File: src/rtl/alu_share_arb.sv
// Two-requester arbiter in front of one shared 32-bit ALU with a single-entry
// registered result stage; round-robin or strict-priority grant.
module alu_share_arb #(
  parameter int unsigned FIXED_PRIO = 0
) (
  input  logic        clk,
  input  logic        reset,
  input  logic        req0_valid,
  output logic        req0_ready,
  input  logic [31:0] req0_a,
  input  logic [31:0] req0_b,
  input  logic [3:0]  req0_op,
  input  logic        req1_valid,
  output logic        req1_ready,
  input  logic [31:0] req1_a,
  input  logic [31:0] req1_b,
  input  logic [3:0]  req1_op,
  output logic        rsp_valid,
  input  logic        rsp_ready,
  output logic        rsp_id,
  output logic [31:0] rsp_result,
  output logic        rsp_zero,
  output logic        rsp_illegal
);

  typedef enum logic [0:0] {StEmpty, StFull} state_e;

  state_e      state;
  logic        last_grant;
  logic        grant0, grant1, slot_free, accept;
  logic [31:0] op_a, op_b, alu_res;
  logic [3:0]  op;
  logic [4:0]  shamt;
  logic        alu_ill;

  assign rsp_valid = (state == StFull);
  assign slot_free = !rsp_valid || rsp_ready;

  // last_grant == 1 means requester 1 won last, so requester 0 wins next tie.
  always_comb begin
    grant0 = 1'b0;
    grant1 = 1'b0;
    if (req0_valid && req1_valid) begin
      if (FIXED_PRIO != 0 || last_grant) grant0 = 1'b1;
      else                                grant1 = 1'b1;
    end else begin
      grant0 = req0_valid;
      grant1 = req1_valid;
    end
  end

  assign req0_ready = grant0 && slot_free && !reset;
  assign req1_ready = grant1 && slot_free && !reset;
  assign accept     = req0_ready || req1_ready;

  assign op_a  = grant1 ? req1_a  : req0_a;
  assign op_b  = grant1 ? req1_b  : req0_b;
  assign op    = grant1 ? req1_op : req0_op;
  assign shamt = op_b[4:0];

  always_comb begin
    alu_res = 32'h0;
    alu_ill = 1'b0;
    unique case (op)
      4'b0000: alu_res = op_a + op_b;
      4'b0001: alu_res = op_a - op_b;
      4'b0100: alu_res = op_a & op_b;
      4'b0101: alu_res = op_a | op_b;
      4'b0110: alu_res = op_a ^ op_b;
      4'b0111: alu_res = op_a;
      4'b1000: alu_res = op_a << shamt;
      4'b1010: alu_res = op_a >> shamt;
      4'b1011: alu_res = $unsigned($signed(op_a) >>> shamt);
      4'b1100: alu_res = {31'h0, $signed(op_a) < $signed(op_b)};
      4'b1101: alu_res = {31'h0, op_a < op_b};
      4'b1111: alu_res = op_b;
      default: alu_ill = 1'b1;
    endcase
  end

  always_ff @(posedge clk) begin
    if (reset) begin
      state       <= StEmpty;
      last_grant  <= 1'b1;
      rsp_id      <= 1'b0;
      rsp_result  <= 32'h0;
      rsp_zero    <= 1'b0;
      rsp_illegal <= 1'b0;
    end else begin
      if (accept) begin
        last_grant  <= grant1;
        rsp_id      <= grant1;
        rsp_result  <= alu_res;
        rsp_zero    <= (alu_res == 32'h0);
        rsp_illegal <= alu_ill;
      end
      case (state)
        StEmpty: if (accept) state <= StFull;
        StFull:  if (!accept && rsp_ready) state <= StEmpty;
        default: state <= StEmpty;
      endcase
    end
  end

endmodule

File: config.mk
export PLATFORM = sky130hd
export DESIGN_NAME = alu_share_arb
export DESIGN_NICKNAME = d
export VERILOG_FILES = /design/src/rtl/alu_share_arb.sv
export SDC_FILE = /design/constraint.sdc
export NUM_CORES = 1
export LEC_CHECK = 0
export ABC_AREA = 1
export CORE_ASPECT_RATIO = 0.5
export CORE_MARGIN = 5
export CORE_UTILIZATION = 40
export DETAILED_ROUTE_END_ITERATION = 12
export GPL_TIMING_DRIVEN = 0
export PLACE_DENSITY = 0.67
export SKIP_CTS_REPAIR_TIMING = 1
export SLEW_MARGIN = 10
export SYNTH_ARGS = -nofsm -noshare
export SYNTH_HDL_FRONTEND = slang
export SYNTH_SLANG_ARGS = --single-unit
export TNS_END_PERCENT = 50
File: constraint.sdc
create_clock -name clk -period 6.4 [get_ports clk]
set_input_delay 1.28 -clock clk [delete_from_list [all_inputs] [get_ports clk]]
set_output_delay 1.28 -clock clk [all_outputs]
set_load 0.02 [all_outputs]
==> metrics.cfg, run 1 <==
[route]
vias=19200
wl_mm=80.5
ant_nets=0
drc_errors=0
viasPerCell=6.07
dr.pass1.iters=7
wl_per_cell_um=25.4
drtIter0Drc=3549

[logic_synthesis]
postSynthCellCount=2554
synth-edff-count=0
synth_fp_nets=2799
avgSynthCellArea_um2=5.09
syn_area_um2=13000
synth_ff_type=dfxtp_1
ys_ff_latch=37
yosys_warnings=0
synth.distinct_cells=48
async_reset_ff_share_pct=0
ys_seq_area_share_pct=5.70

[critical_path]
worstPathMaxFanout=11
critPathMaxStageDelay_ns=0.45
end_kind=flip-flop
startpoint_type=input pin
cp.arrival_ns=6.57
slowest_stage=clkdlybuf4s50_1
crit_type=input pin to flip-flop
cpMostUsedCell=nand2_1
cp.required_ns=6.65

[placed_design]
place_hpwl_mm=65.8
gp_congestion=1.15
postPlaceCellArea_um2=15300
dp_slack_ns=-0.605
port-buffer-count=176
dp_cells=3162

[cts]
cts_tree=built
cts_sinks=37
numCtsBuffers=5
cts_max_path_buffers=2
path_clk_slew_ns=0.06
cts_root_buf=clkbuf_16
insertion_delay_ns=0.32
cts_htree_levels=2

[sta]
hold_viol=0
fin_crit_sh_pct=98.7
slew_violations=0
tightest_slew_ns=1.06
fin_ws_ns=0.0849
setup_viol=0
max_slew_margin_pct=29.4
whs_ns=0.483
min_period_ns=6.32
fmax_mhz=158
clock_skew_ns=0.00386
finalSetupTns_ns=0

[global_routing]
grt-ovfl-total=0
grt_max_degree=13
met1_usage_pct=57.9
grt_pass1_wl_mm=112
grt_pass1_vias=16800
grt_use_met3_pct=18.7
grt.busiest_layer=met2
grtUsageTotal_pct=41.8
met2_usage_pct=58.9
antenna_found_initial=0

[die]
core.rowCount=46
core_area_um2=31900
pin_count=179
dieArea_um2=36400
initial_core_util_pct=40.8
dieWidth_um=265
die_y_um=138

[pwr]
power.total_mw=2.77
worst_ir_drop_vdd_v=0.000106
pwr_density_cell_nw_per_um2=179
p_leak_nw=7.97

[job]
cap_violations=0

[cells_and_area]
layoutNonFillerInstCount=3165
final_common_cell=nand2_1
synthToLayoutAreaGrowth_pct=19.0
nFillCells=3689
drive_gt1_share_pct=5.75
postLayoutCellArea_um2=15500
final_core_util_pct=48.5
final_nets=2976
most-common-layout-cells=nand2_1, nand3_1, inv_1, nor2_1, clkdlybuf4s50_1

[outcome]
status=complete, no violations

[hold_path]
hold_path.class=flip-flop to flip-flop

-- synth_stat cells (27+ instances only) --
cell	n	share of area (%)
o21ai_0	107	4.1
nor3_1	27	1.0
buf_2	43	1.7
nand3b_1	29	1.7
inv_1	324	9.4
nor2_1	244	7.0
ha_1	102	9.8
dfxtp_1	37	5.7
nand3_1	472	18
clkbuf_1	49	1.4
nand2_1	759	22
o211ai_1	31	1.8
a21oi_1	123	4.7
o21ai_1	31	1.2
-- critical path: cells and delay by family --
kind / cells / cell delay (ns)
compound gates: 3 / 0.66
fa+ha+maj: 1 / 0.31
buf+inv: 7 / 1.68
simple gates: 18 / 2.58
-- report_power, final --
part / total [mW] / switching, mW / internal (mW)
sequential: 0.271 / 0.0144 / 0.256
combinational: 2.22 / 1.60 / 0.625
clock: 0.277 / 0.123 / 0.153
-- path summary, 6_finish.rpt --
path | start | slack, ns | end | cells past startpoint
min | rsp_illegal$_SDFFE_PP0P_ | 0.48 | rsp_illegal$_SDFFE_PP0P_ | 2
max reg2reg | last_grant$_SDFFE_PP1P_ | 1.19 | rsp_zero$_SDFFE_PP0P_ | 28
max | req0_valid | 0.08 | rsp_zero$_SDFFE_PP0P_ | 29
min reg2reg | rsp_illegal$_SDFFE_PP0P_ | 0.48 | rsp_illegal$_SDFFE_PP0P_ | 2
-- final cells by class --
cell class                 instances  area (µm²)  area share (%)
tap                              432         541            3.49
timing repair buffer             176        1760            11.4
multi-input combinational       2057       10300            66.8
antenna                            2        5.00          0.0323
clock buffer                       6         139           0.897
buffer                           119         692            4.47
inverter                         335        1260            8.12
sequential                        37         741            4.79
clock inverter                     1        7.51          0.0485
-- logic make-up after synthesis --
logic type	Yosys count	synth area share, %
xor gates and xnor gates	3	0.202
AOI/OAI and AO/OA	353	15.5
buffers and inverters	460	15.2
DFF	37	5.70
and+or+nand+nor	1597	53.3
adders and majority gates	104	10.1
-- routing by layer --
layer | up-vias | share of wire (%)
li1 | 8656 | -
met1 | 8929 | 41
met2 | 1398 | 38
met3 | 223 | 17
met4 | 0 | 3.4
met5 | - | 0
-- registers in the layout (all words and copies together) (netlist names) --
| register | cells |
|---|---|
| rsp_valid | 1 |
| rsp_illegal | 1 |
| rsp_zero | 1 |
| last_grant | 1 |
| rsp_result | 32 |
| rsp_id | 1 |
Power figures use the tool's default switching activity.
==> run 2: changes to the inputs <==
--- a/config.mk
+++ b/config.mk
@@ -11,6 +11,7 @@
 export CORE_UTILIZATION = 40
 export DETAILED_ROUTE_END_ITERATION = 12
 export GPL_TIMING_DRIVEN = 0
+export HOLD_SLACK_MARGIN = 0.03
 export PLACE_DENSITY = 0.67
 export SKIP_CTS_REPAIR_TIMING = 1
 export SLEW_MARGIN = 10
==> results of run 2 <==
Same layout as run 1: the final DEF is identical, and so are final timing and power.
